File: src/rtl/zbt_display_reader.sv
// ZBT frame-buffer read stage: prefetches packed 4-pixel words along the raster and
// unpacks them into one 9-bit pixel per clock, one cycle behind hcount/vcount.
module zbt_display_reader #(
  parameter int unsigned H_ACTIVE = 1024,
  parameter int unsigned H_TOTAL  = 1344,
  parameter int unsigned V_ACTIVE = 768,
  parameter int unsigned V_TOTAL  = 806
) (
  input  logic        clk,
  input  logic        reset_n,
  input  logic [10:0] hcount,
  input  logic [9:0]  vcount,
  input  logic [35:0] zbt_read_data,
  output logic [18:0] zbt_read_addr,
  output logic        zbt_read_req,
  output logic [8:0]  pixel,
  output logic        pixel_valid
);

  localparam logic [10:0] HAct     = 11'(H_ACTIVE);
  localparam logic [10:0] HActLast = 11'(H_ACTIVE - 1);
  localparam logic [10:0] HReqLim  = 11'(H_ACTIVE - 4);
  localparam logic [10:0] HPre     = 11'(H_TOTAL - 4);
  localparam logic [10:0] HLast    = 11'(H_TOTAL - 1);
  localparam logic [9:0]  VAct     = 10'(V_ACTIVE);
  localparam logic [9:0]  VLast    = 10'(V_TOTAL - 1);

  typedef enum logic [1:0] {StIdle, StPrefetch, StStream} state_e;

  state_e      state_q;
  logic [35:0] cur_word_q;
  logic [9:0]  next_v;
  logic [8:0]  field;

  assign next_v = (vcount == VLast) ? 10'd0 : vcount + 10'd1;

  // Leftmost pixel of the word sits in the top bits.
  always_comb begin
    field = 9'd0;
    unique case (hcount[1:0])
      2'd0: field = cur_word_q[35:27];
      2'd1: field = cur_word_q[26:18];
      2'd2: field = cur_word_q[17:9];
      2'd3: field = cur_word_q[8:0];
    endcase
  end

  always_ff @(posedge clk or negedge reset_n) begin
    if (!reset_n) begin
      state_q       <= StIdle;
      cur_word_q    <= 36'd0;
      zbt_read_addr <= 19'd0;
      zbt_read_req  <= 1'b0;
      pixel         <= 9'd0;
      pixel_valid   <= 1'b0;
    end else begin
      zbt_read_req <= 1'b0;

      if (state_q == StStream && hcount < HAct) begin
        pixel       <= field;
        pixel_valid <= 1'b1;
      end else begin
        pixel       <= 9'd0;
        pixel_valid <= 1'b0;
      end

      unique case (state_q)
        StIdle: begin
          if (hcount == HPre && next_v < VAct) begin
            zbt_read_addr <= {1'b0, next_v, 8'd0};
            zbt_read_req  <= 1'b1;
            state_q       <= StPrefetch;
          end
        end
        StPrefetch: begin
          if (hcount == HLast) begin
            cur_word_q <= zbt_read_data;
            state_q    <= StStream;
          end
        end
        StStream: begin
          // Fetch word w+1 at the start of word w; it returns just as word w ends.
          if (hcount[1:0] == 2'd0 && hcount < HReqLim) begin
            zbt_read_addr <= {1'b0, vcount, hcount[9:2] + 8'd1};
            zbt_read_req  <= 1'b1;
          end
          if (hcount[1:0] == 2'd3 && hcount < HActLast) begin
            cur_word_q <= zbt_read_data;
          end
          if (hcount == HActLast) begin
            state_q <= StIdle;
          end
        end
        default: state_q <= StIdle;
      endcase
    end
  end

endmodule

File: config.mk
export PLATFORM = sky130hd
export DESIGN_NAME = zbt_display_reader
export DESIGN_NICKNAME = d
export VERILOG_FILES = /design/src/rtl/zbt_display_reader.sv
export SDC_FILE = /design/constraint.sdc
export NUM_CORES = 1
export LEC_CHECK = 0
export ABC_CLOCK_PERIOD_IN_PS = 5800
export CAP_MARGIN = 40
export CORE_MARGIN = 8
export CORE_UTILIZATION = 45
export CTS_CLUSTER_DIAMETER = 50
export CTS_CLUSTER_SIZE = 16
export DETAILED_ROUTE_END_ITERATION = 6
export PLACE_DENSITY = 0.84
export SYNTH_ARGS = -nofsm -noshare
export SYNTH_HDL_FRONTEND = slang
export SYNTH_SLANG_ARGS = --single-unit
export TNS_END_PERCENT = 10
File: constraint.sdc
create_clock -name clk -period 5.8 [get_ports clk]
set_input_delay 1.16 -clock clk [delete_from_list [all_inputs] [get_ports clk]]
set_output_delay 1.16 -clock clk [all_outputs]
set_load 0.03 [all_outputs]
Word-level counts from Yosys, hierarchy flattened
Cells that the tools add are included.
{ "word_totals": {"regBits": 68, "latch_bits": 0, "ramBits": 0, "romBits": 0, "input_bits": 59, "out_inout_bits": 30, "elab_cells": 54, "n_memories": 0} }
{ "op_classes": {"n_addsub": 2, "multipliers": 0, "div": 0, "order_cmp": 4, "n_eq_ne": 14, "shifts": 0, "mux": 17, "bitwise": 0, "reduce_logical": 11} }
{ "ops": {"columns": ["cell", "n"], "rows": [
  ["$mux 36", 2],
  ["$pmux 36 s2", 1],
  ["$mux 19", 2],
  ["$pmux 19 s2", 1],
  ["$pmux 9 s4", 1],
  ["$eq 11x11->1 const B", 2],
  ["$lt 11x10->1 const B", 2],
  ["$eq 11x10->1 const B", 1],
  ["$lt 11x11->1 const B", 1],
  ["$add 10x1->10 const B", 1],
  ["$eq 10x10->1 const B", 1],
  ["$lt 10x10->1 const B", 1],
  ["$mux 10", 1],
  ["$mux 9", 1],
  ["$reduce_and 3->1", 3],
  ["$add 8x1->8 const B", 1],
  ["$eq 2x2->1 const B", 3],
  ["$mux 2", 3],
  ["$ne 2x1->1 const B", 3],
  ["$pmux 2 s3", 1],
  ["$eq 2x1->1 const B", 2],
  ["$logic_and 1x1->1", 4],
  ["$logic_not 2->1", 2],
  ["$ne 2x2->1 const B", 2],
  ["3 further kinds", 6]
]} }

Longest topological paths before layout
Gate-level depths: netlist of run 1.
{ "depth": {"word_depth": 6, "mapped_depth": 10, "depth_no_buf": 8} }

Worst setup path after synthesis of run 1
OpenSTA, ideal clock, no wires.
{ "synth_timing": {"path_type": "input to register", "start": "input hcount[1]", "end": "register zbt_read_addr[0]", "setup_ps": 127, "arrival_ps": 2705, "required_ps": 5673, "slack_ps": 2968, "stages": 6, "path_buffers": 1, "cell_sequence": "or4_1 or3_1 nand2_1 o31a_1 buf_6 mux2_1"} }
{ "synth_via": {"elab_chain_len": 4, "word_cells_on_any_way": 8, "cone_classes": "order compare: 1; eq/ne: 3; reduce/logical: 4"} }
{ "synth_rtl": {"columns": ["element", "line", "rtl"], "rows": [
  ["start, declared", "11", "input logic [10:0] hcount,"],
  ["$lt 11x10->1, or another cell as far along", "83", "if (hcount[1:0] == 2'd0 && hcount < HReqLim) begin"],
  ["$logic_and 1x1->1 (on tied branches)", "83, 69", null],
  ["$ne 2x1->1 (no line) or $ne 2x2->1 (tied branches)", null, null],
  ["$reduce_and 3->1 (no line) *", null, null],
  ["end signal, assigned", "70", "zbt_read_addr <= {1'b0, next_v, 8'd0};"],
  ["end signal, assigned", "84", "zbt_read_addr <= {1'b0, vcount, hcount[9:2] + 8'd1};"],
  ["end, declared", "14", "output logic [18:0] zbt_read_addr,"]
]} }
Every way passes the cells marked *; elsewhere a longest branch is shown, timed or not.
A chain may end at the register's enable or synchronous reset.

Worst setup path after layout of run 1
{ "layout_timing": {"start": "input hcount[0]", "end": "register zbt_read_addr[9]"} }
Same word-level chain as after synthesis.

==> results_dict.tcl, run 1 <==
set metrics [dict create \
    status "completed" \
    grt_overflow 0 \
    worst_setup_path_end_kind "flip-flop" \
    fmax_mhz 253 \
    vdd_drop_max_v 0.000193 \
    fin_skew_ns 0.00619 \
    cp-start-kind "primary input" \
    cts_setup_buffers 0 \
    postLayoutCoreUtil 0.642 \
    postCtsHoldBufs 0 \
    wl_per_cell_microns 16.2 \
    cp_slowest_stage_delay_ns 0.79 \
    post-synth-top-count-cell "dfrtp_1" \
    clock_sinks 67 \
    ios 89 \
    cellPowerDensity_mw_per_mm2 311 \
    synth_top_area_frac 0.528 \
    cts_tree "yes" \
    p_total_uw 1360 \
    hold_path_class "flip-flop to flip-flop" \
    syn_nets 317 \
    fp.dieH_microns 100 \
    grt_max_degree 68 \
    tightest_slew_ns 0.833 \
    h-tree-depth 3 \
    wl_microns 7240 \
    grt_use_total 0.152 \
    period_share 0.682 \
    hold_viol 0 \
    syn_area_sq_mm 0.00317 \
    drt_iter0_markers 94 \
    clock_path_buffers 2 \
    globalplace.congestion 0.817 \
    drtPass1Iterations 4 \
    synth_edf_count 0 \
    netlist_instances 255 \
    drc 0 \
    worstPathArrival_ns 4.17 \
    crit_family "simple AND/OR/NAND/NOR gates" \
    yosysUniqueCellTypes 40 \
    ctsRootBufferMaster "clkbuf_8" \
    start_util 0.467 \
    clk_pin_slew_ns 0.08 \
    rsz0062_at_grt "no" \
    first_global_vias 2473 \
    rows 30 \
    ys_warn_count 0 \
    coreArea_sq_mm 0.00679 \
    netlist_top_cells_area "dfrtp_1, mux2_2, mux4_2" \
    post_drt_via_cell_ratio 5.16 \
    synth_area_leader_cell "dfrtp_1" \
    route.vias.total 2301 \
    drive_above_1_share 0.191 \
    die_w_microns 100 \
    ys_ff_latch 67 \
    slew_violations 0 \
    synthArstFlopShare 1.00 \
    setup_viol 0 \
    required_ns 6.02 \
    critPathSlowestCell "clkdlybuf4s50_1" \
    setup_tns_ns 0 \
    path_buf_inv 1 \
    antenna_cells 0 \
    cts_resized 0 \
    seq_area_frac_synth 0.528 \
    crit_path_cell_trace "clkdlybuf4s50_1 -> or4_1 -> or3_1 -> nand2_1 -> o31a_1 -> mux2_1" \
    ant_nets 0 \
    path_class "primary input to flip-flop" \
    cts_buffers 9 \
    cp_max_fo 19 \
    nets 407 \
    portBuffers 87 \
    grt_pass1_wl_microns 11900 \
    insertion_delay_ns 0.34 \
    hpwl_microns 5370 \
    antenna_found_initial 0 \
    syn_avg_cell_area_sq_um 12.4 \
    fp.dieArea_sq_mm 0.00999 \
    max_slew_margin 0.445 \
    max-cap-violations 0 \
    syn_to_final_growth_pct 37.4 \
    hold-worst-slack_ns 0.486 \
    synth_common_cells "dfrtp_1, mux2_2, o21ai_0" \
    power_leakage_uw 0.00181 \
    min_period_ns 3.96 \
    yosys_most_used_dff "dfrtp_1" \
]
path summary, 6_finish.rpt:
check / startpoint / end / slack, ns / depth (start not counted)
max in group asynchronous: reset_n / zbt_read_addr[4] / 4.25 / 2
setup reg to reg: state_q[0] / zbt_read_addr[9] / 2.52 / 6
hold reg to reg: zbt_read_addr[15] / zbt_read_addr[15] / 0.49 / 1
hold / removal: zbt_read_addr[15] / zbt_read_addr[15] / 0.49 / 1
min in group asynchronous: reset_n / cur_word_q[16] / 0.99 / 2
setup / recovery: hcount[0] / zbt_read_addr[9] / 1.84 / 6
worst reg2reg max path, cell delays in order, from the launching register on:
cell and delay, ns:
dfrtp_1 0.40, nand2b_1 0.34, nor2_1 0.66, or4b_1 0.54
inv_2 0.14, o31a_1 0.69, mux2_1 0.39
cells in the final DEF (no fill, tap or decap), types with 2 or more instances in the layout:
cell type,instances
xnor2_1,5
mux2_2,36
nor4_1,2
and2_1,10
a21oi_1,2
o31ai_1,2
nor3_1,3
clkbuf_8,9
dfrtp_1,67
nor2_1,11
nand4_1,4
ha_1,3
nand2_1,13
o21ai_0,14
nand3_1,12
and3_1,4
mux2_1,8
nand2b_1,3
buf_4,2
nor2b_1,2
clkinv_4,2
mux4_2,9
inv_1,11
xor2_1,5
mux2i_1,3
or4b_1,2
clkdlybuf4s50_1,86
clkinv_2,3
bufinv_16,2
power breakdown:
part           internal (uW)  leakage, uW  switching (uW)
clock                    241     0.000113             177
sequential               552     0.000803            43.8
combinational            182     0.000899             161
layer usage:
| metal | GRT usage | up-vias | part of all wire |
|---|---|---|---|
| li1 | - | 1083 | - |
| met1 | 0.186 | 1131 | 0.44 |
| met2 | 0.244 | 78 | 0.49 |
| met3 | 0.0464 | 9 | 0.058 |
| met4 | 0.0593 | 0 | 0.013 |
| met5 | 0 | - | 0 |
area by class of cell:
type / instances / area [sq um]
fillers: 545 / 2430
clock inverters: 7 / 92.6
repair buffers: 90 / 908
multi-input cells: 165 / 1390
flip-flops and latches: 67 / 1680
well taps: 96 / 120
clock buffers: 9 / 124
inverters: 12 / 45.0
per-stage QoR:
step	instance area [sq um]	worst slack, ns	cells
after floorplan	3170	2.97	255
after global placement	4110	1.50	428
after detailed placement	4140	1.43	430
after CTS	4360	1.77	446
after global routing	4360	1.60	446
final	4360	1.84	446
registers in the layout, summed over array words and instances (netlist names):
signal,count
state_q,2
pixel,9
zbt_read_req,1
zbt_read_addr,18
pixel_valid,1
cur_word_q,36
logic make-up (layout without fill, tap and decap cells):
group	count (synthesis)	in the layout	share of synthesized area
flip-flops	67	67	0.528
buffers and inverters	23	118	0.0347
other	1	1	0.00118
multiplexers	56	56	0.229
XOR/XNOR	10	10	0.0276
AND/OR/NAND/NOR	71	71	0.121
adder cells (fa/ha/maj)	3	3	0.0118
AO/OA/AOI/OAI	24	24	0.0454
Power figures use the tool's default switching activity.
==> run 2, diff against run 1 <==
--- a/config.mk
+++ b/config.mk
@@ -5,7 +5,7 @@
 export SDC_FILE = /design/constraint.sdc
 export NUM_CORES = 1
 export LEC_CHECK = 0
-export ABC_CLOCK_PERIOD_IN_PS = 5800
+export ABC_CLOCK_PERIOD_IN_PS = 3700
 export CAP_MARGIN = 40
 export CORE_MARGIN = 8
 export CORE_UTILIZATION = 45
==> constraint.sdc (replaced) <==
create_clock -name clk -period 3.7 [get_ports clk]
set_input_delay 0.74 -clock clk [delete_from_list [all_inputs] [get_ports clk]]
set_output_delay 0.74 -clock clk [all_outputs]
set_load 0.03 [all_outputs]
==> results_dict.tcl, run 2 (synthesis results as in run 1) <==
set metrics [dict create \
    hold_viol 0 \
    cp-start-kind "primary input" \
    period_share 0.791 \
    clock_sinks 67 \
    path_class "primary input to flip-flop" \
    hold-worst-slack_ns 0.193 \
    insertion_delay_ns 0.34 \
    postLayoutCoreUtil 0.651 \
    coreArea_sq_mm 0.00679 \
    pre_cts_ws_ns 0.407 \
    top_layer_used "met4" \
    rsz0062_at_grt "no" \
    ctsRootBufferMaster "clkbuf_8" \
    cts_buffers 9 \
    drc 0 \
    portBuffers 87 \
    fmax_mhz 342 \
    syn_to_final_growth_pct 39.4 \
    grt_use_total 0.155 \
    hold_path_class "primary input to asynchronous set/reset pin" \
    fillCellCount 537 \
    start_util 0.467 \
    cellPowerDensity_mw_per_mm2 488 \
    die_w_microns 100 \
    drive_above_1_share 0.205 \
    cts_tree "yes" \
    worst_slack_ns 0.773 \
    cts_resized 0 \
    ios 89 \
    wl_met2_microns 3710 \
    route.vias.total 2334 \
    largest_registers "cur_word_q: 36 flops, zbt_read_addr: 18 flops, pixel: 9 flops" \
    required_ns 3.92 \
    postCtsHoldBufs 0 \
    layout_commonest_cell "clkdlybuf4s50_1" \
    wl_met3_microns 531 \
    max-cap-violations 0 \
    rows 30 \
    grt_pass1_wl_microns 12100 \
    clk_pin_slew_ns 0.08 \
    antenna_cells 0 \
    post_drt_via_cell_ratio 5.16 \
    setup_tns_ns 0 \
    wl_microns 7450 \
    status "completed" \
    r2r_end "zbt_read_addr[14]" \
    ant_nets 0 \
    fp.dieH_microns 100 \
    wl_met1_microns 3150 \
    nets 413 \
    globalplace.congestion 0.827 \
    wl_per_cell_microns 16.5 \
    tightest_slew_ns 0.635 \
    worst_setup_path_end_kind "flip-flop" \
    first_global_vias 2606 \
    hpwl_microns 5540 \
    power_leakage_uw 0.00185 \
    worstPathArrival_ns 3.15 \
    fin_skew_ns 0.00466 \
    cts_setup_buffers 0 \
    vdd_drop_max_v 0.000277 \
    drtPass1Iterations 4 \
    clock_path_buffers 2 \
    reg2regPathDepth 6 \
    largest-register "cur_word_q" \
    h-tree-depth 3 \
    layout_common_cells "clkdlybuf4s50_1, dfrtp_1, mux2_2" \
    grt_max_degree 39 \
    slew_violations 0 \
    fp.dieArea_sq_mm 0.00999 \
    antenna_found_initial 0 \
    drt_iter0_markers 58 \
    max_slew_margin 0.575 \
    min_period_ns 2.93 \
    setup_viol 0 \
    r2r_setup_slack_ns 1.10 \
    grt_overflow 0 \
    cp_max_fo 12 \
    worstReg2RegStart "state_q[0]" \
    largest_reg_flops 36 \
]
## run 2: routing by layer
layer | up-vias | track usage
met3 | 6 | 0.0609
met5 | - | 0
met2 | 74 | 0.262
met4 | 0 | 0.0523
li1 | 1095 | -
met1 | 1159 | 0.173
## run 2: worst max-delay path: stages
cell	delay [ns]
clkdlybuf4s50_1	0.55
ha_1	0.16
or4b_1	0.45
nor2_1	0.16
o211ai_1	0.10
nand2b_1	0.11
o31a_1	0.50
mux2_1	0.38
## run 2: per-stage QoR
| step | instance area (sq um) | instances | power (uW) |
|---|---|---|---|
| 2_1_floorplan | 3170 | 255 | 1230 |
| 3_3_place_gp | 4150 | 434 | 1470 |
| 3_5_place_dp | 4200 | 436 | 1500 |
| 4_1_cts | 4420 | 452 | 2190 |
| 5_1_grt | 4420 | 452 | 2260 |
| 6_report | 4420 | 452 | 2160 |
## run 2: how the worst max path moves through the flow
stage | startpoint | to | depth (start not counted)
5_1_grt | vcount[0] | zbt_read_addr[15] | 8
6_report | vcount[0] | zbt_read_addr[14] | 8
3_5_place_dp | vcount[0] | zbt_read_addr[14] | 8
2_1_floorplan | hcount[1] | zbt_read_addr[0] | 6
4_1_cts | vcount[0] | zbt_read_addr[14] | 8
3_3_place_gp | vcount[0] | zbt_read_addr[9] | 8
## run 2: report_power, final
| group | internal (uW) | switching (uW) |
|---|---|---|
| combinational | 290 | 255 |
| sequential | 865 | 67.9 |
| clock | 384 | 298 |
## run 2: cell type report
class / instances / area (sq um) / share of cell area
Sequential cell: 67 / 1680 / 0.379
Clock buffer: 9 / 124 / 0.0280
Tap cell: 96 / 120 / 0.0271
Inverter: 12 / 45.0 / 0.0102
Clock inverter: 7 / 98.8 / 0.0223
Multi-Input combinational cell: 165 / 1390 / 0.315
Timing Repair Buffer: 96 / 966 / 0.218
==> run 3, diff against run 2 <==
--- a/config.mk
+++ b/config.mk
@@ -5,7 +5,7 @@
 export SDC_FILE = /design/constraint.sdc
 export NUM_CORES = 1
 export LEC_CHECK = 0
-export ABC_CLOCK_PERIOD_IN_PS = 3700
+export ABC_CLOCK_PERIOD_IN_PS = 2800
 export CAP_MARGIN = 40
 export CORE_MARGIN = 8
 export CORE_UTILIZATION = 45
==> constraint.sdc (replaced) <==
create_clock -name clk -period 2.8 [get_ports clk]
set_input_delay 0.56 -clock clk [delete_from_list [all_inputs] [get_ports clk]]
set_output_delay 0.56 -clock clk [all_outputs]
set_load 0.03 [all_outputs]
==> results_dict.tcl, run 3 (synthesis results as in run 1) <==
set metrics [dict create \
    coreArea_sq_mm 0.00679 \
    hold_path_class "primary input to asynchronous set/reset pin" \
    slew_violations 0 \
    r2r_end "zbt_read_addr[9]" \
    hold_viol 0 \
    largest-register "cur_word_q" \
    rows 30 \
    vdd_drop_max_v 0.000422 \
    max_slew_margin 0.563 \
    clock_path_buffers 2 \
    fin_skew_ns 0.00645 \
    start_util 0.467 \
    drtPass1Iterations 5 \
    worstSetupStartpoint "vcount[1]" \
    ant_nets 0 \
    h-tree-depth 3 \
    largest_reg_flops 36 \
    cts_resized 0 \
    drt_iter0_markers 48 \
    p_total_uw 2630 \
    rsz0062_at_grt "no" \
    critPathSlowestCell "or4b_1" \
    setup_viol 0 \
    path_class "primary input to flip-flop" \
    cp_max_fo 11 \
    r2r_setup_slack_ns 0.64 \
    ios 89 \
    postCtsHoldBufs 0 \
    grt_pass1_wl_microns 12500 \
    wl_met3_microns 505 \
    cp-endpoint "zbt_read_addr[9]" \
    die_w_microns 100 \
    status "completed" \
    drc 0 \
    post_drt_via_cell_ratio 5.13 \
    min_period_ns 2.47 \
    antenna_found_initial 0 \
    hold-worst-slack_ns 0.245 \
    cts_tree "yes" \
    fmax_mhz 406 \
    clk_pin_slew_ns 0.07 \
    layout_commonest_cell "clkdlybuf4s50_1" \
    worstReg2RegStart "state_q[1]" \
    grt_overflow 0 \
    top_layer_used "met4" \
    worstPathArrival_ns 2.68 \
    wl_met2_microns 3540 \
    reg2regPathDepth 6 \
    fp.dieH_microns 100 \
    required_ns 3.01 \
    final_area_sq_mm 0.00448 \
    fp.dieArea_sq_mm 0.00999 \
    cts_setup_buffers 0 \
    syn_to_final_growth_pct 41.1 \
    power_leakage_uw 0.00188 \
    drive_above_1_share 0.228 \
    first_global_vias 2601 \
    grt_max_degree 40 \
    antenna_cells 0 \
    wl_met1_microns 3170 \
    wl_microns 7350 \
    portBuffers 87 \
    max-cap-violations 0 \
    tightest_slew_ns 0.655 \
    cp_slowest_stage_delay_ns 0.46 \
    nets 426 \
    clock_sinks 67 \
    route.vias.total 2386 \
    cp-start-kind "primary input" \
    insertion_delay_ns 0.33 \
    ctsRootBufferMaster "clkbuf_8" \
    globalplace.congestion 0.848 \
    grt_use_total 0.157 \
    cellPowerDensity_mw_per_mm2 588 \
    period_share 0.881 \
    wl_per_cell_microns 15.8 \
    worst_setup_path_end_kind "flip-flop" \
    hpwl_microns 5630 \
    layout_common_cells "clkdlybuf4s50_1, dfrtp_1, mux2_2" \
    cts_buffers 9 \
    largest_registers "cur_word_q: 36 flops, zbt_read_addr: 18 flops, pixel: 9 flops" \
    placed_cell_area_sq_mm 0.00432 \
    crit_path_cell_trace "clkdlybuf4s50_1 -> inv_1 -> ha_1 -> or4b_1 -> nor2_1 -> o211ai_1 -> nand2b_1 -> o31a_1 -> buf_12 -> mux2_1" \
]
[run 3: cell count changes in the layout (fill, tap and decap cells not counted), sizes merged]
cell      previous run  this run
clkbuf               9        11
clkinv               2         3
buf                 10        23
clkinvlp             1         2
bufinv               2         0
inv                 14        12
[run 3: cell type report]
type                    instances  area [sq um]
clock buffers                  11           131
clock inverters                 5          30.0
fillers                       518          2320
inverters                      12          45.0
multi-input cells             165          1390
flip-flops and latches         67          1680
well taps                      96           120
repair buffers                109          1080
[run 3: critical path, delay by kind of cell]
| kind | cells | cell delay [ns] |
|---|---|---|
| buffers and inverters | 3 | 0.66 |
| adder cells (fa/ha/maj) | 1 | 0.16 |
| AND/OR/NAND/NOR | 3 | 0.70 |
| AO/OA/AOI/OAI | 2 | 0.28 |
| multiplexers | 1 | 0.32 |
[run 3: power breakdown]
part,internal (uW),switching [uW]
logic,396,338
clock network,317,354
registers,1140,85.1
total,1860,778
[run 3: routing by layer]
layer | track usage | up-vias
li1 | - | 1127
met1 | 0.194 | 1173
met3 | 0.0505 | 13
met2 | 0.249 | 73
met5 | 0 | -
met4 | 0.0640 | 0
[run 3: worst min path at each step]
stage / end / from / depth (start not counted)
after detailed placement: zbt_read_addr[15] / zbt_read_addr[15] / 1
final: cur_word_q[7] / reset_n / 1
after CTS: cur_word_q[7] / reset_n / 1
after global routing: cur_word_q[7] / reset_n / 1
after global placement: zbt_read_addr[14] / zbt_read_addr[14] / 1
after floorplan: cur_word_q[0] / reset_n / 0
[run 3: metrics by stage]
step | instances | TNS (ns) | worst slack, ns | utilization
detailed placement | 449 | -0.191 | -0.0293 | 0.635
floorplan | 255 | 0 | 0.568 | -
CTS | 465 | 0 | 0.337 | 0.659
finish | 465 | 0 | 0.334 | 0.659
global placement | 449 | 0 | 0.0319 | 0.635
global route | 465 | 0 | 0.183 | 0.659
==> patch: new RTL, config.mk and constraints of run 2 <==
Make the reset (`reset_n`) synchronous in one clocked block.
--- a/src/rtl/zbt_display_reader.sv
+++ b/src/rtl/zbt_display_reader.sv
@@ -45,7 +45,7 @@
     endcase
   end
 
-  always_ff @(posedge clk or negedge reset_n) begin
+  always_ff @(posedge clk) begin
     if (!reset_n) begin
       state_q       <= StIdle;
       cur_word_q    <= 36'd0;
Formal check against the unedited RTL: differs if reset_n is asserted again (counterexample within 4 cycles, from zero or initial values and one cycle with reset_n low); with reset_n held inactive, the same outputs for 10 cycles.
==> patch against run 2 <==
  * Cell area down 2.7%
  * Area after synthesis down 1.3%
  * Via count up 11%
  * Sequential cell count unchanged
  * Critical path depth down 1
  * Final cell count up 7.5%
  * Setup slack better by 0.16 ns
  * Wire length up 7.5%
  * First-iteration DRC count up 140%
  * Largest cell class is now multi-input gates
Power is not compared: it rests on default switching activity, and its combinational part moved more than twofold at a synthesized area within 25%.
==> patch: results <==
[run_status]
outcome = finished, final reports clean

[finish]
nets = 463
drive_above_1_share_pct = 9.36

[global_route]
use_met3_pct = 3.91
antenna_found_initial = 0
use_met2_pct = 27.5
grt_pass1_wl_um = 13100
grtUsageMet1_pct = 20.1
grt_max_degree = 38
grt_pass1_vias = 2650
grt_util_all_layers_pct = 16.7

[synthesis]
async_flop_share_pct = 0
syn-num-nets = 377
yosysSeqAreaShare_pct = 42.8
synth_area_leaders = dfxtp_1 (43%), mux2i_1 (17%), mux4_2 (6.5%)
synth-xor-area-share_pct = 3.35
synthMuxAreaShare_pct = 23.1
synth_fa_ha_area_share_pct = 1.20
ys_top_cells_by_count = dfxtp_1 (67), mux2i_1 (52), nor2_1 (41)
synth_ff_type = dfxtp_1
synth.distinct_cells = 45

[timing]
skew_ns = 0.00854
timing.hold.ws_ns = 0.461
tightest_slew_ns = 0.673

[critical_path]
worstPathArrival_ns = 2.96
slowest_delay_ns = 0.59
rr_worst_depth = 5
endpoint_kind = flop
worstReg2RegEnd = zbt_read_addr[17]
path_delay_family = simple AND/OR/NAND/NOR gates
ff2ff_setup_slack_ns = 1.71
crit_fanout = 6

[placement]
dp.final_hpwl_um = 5930
place_congestion = 0.867

[detailed_routing]
wl_met3_um = 357
dr_wl_met2_um = 3940
drtIter0Drc = 139
via_per_inst = 5.35
routed_wl_um = 8000
routedLengthMet1_um = 3620

[pwr]
peakVddDrop_mv = 0.329

[worst_hold_path]
min_path_type = flop to flop
## patch: cell count changes after synthesis, moves of 8 or more
cell and delta:
dfrtp_1 -67, dfxtp_1 +67, mux2i_1 +49, mux2_2 -36, nor2_1 +30, nand2_1 +14, o21ai_0 -10, and2_1 -8
clkbuf_1 +8, mux2_1 -8
## patch: area by class of cell
cell class | instances | area, µm²
clock buffer | 9 | 124
clock inverter | 7 | 121
fill | 566 | 2450
inverter | 4 | 15.0
multi-input combinational | 225 | 1670
sequential | 67 | 1340
tap | 80 | 100
timing repair buffer | 94 | 936
## patch: per-stage QoR
stage / power, mW / worst slack (ns) / instances / cell area [µm²] / util [%]
finish: 1.60 / 0.936 / 486 / 4310 / 63.7
global route: 1.66 / 0.817 / 486 / 4310 / 63.7
CTS: 1.62 / 0.954 / 486 / 4310 / 63.7
detailed placement: 0.874 / 0.595 / 470 / 4060 / 60.1
global placement: 0.873 / 0.480 / 469 / 4040 / 59.8
floorplan: 0.787 / 1.36 / 315 / 3130 / -
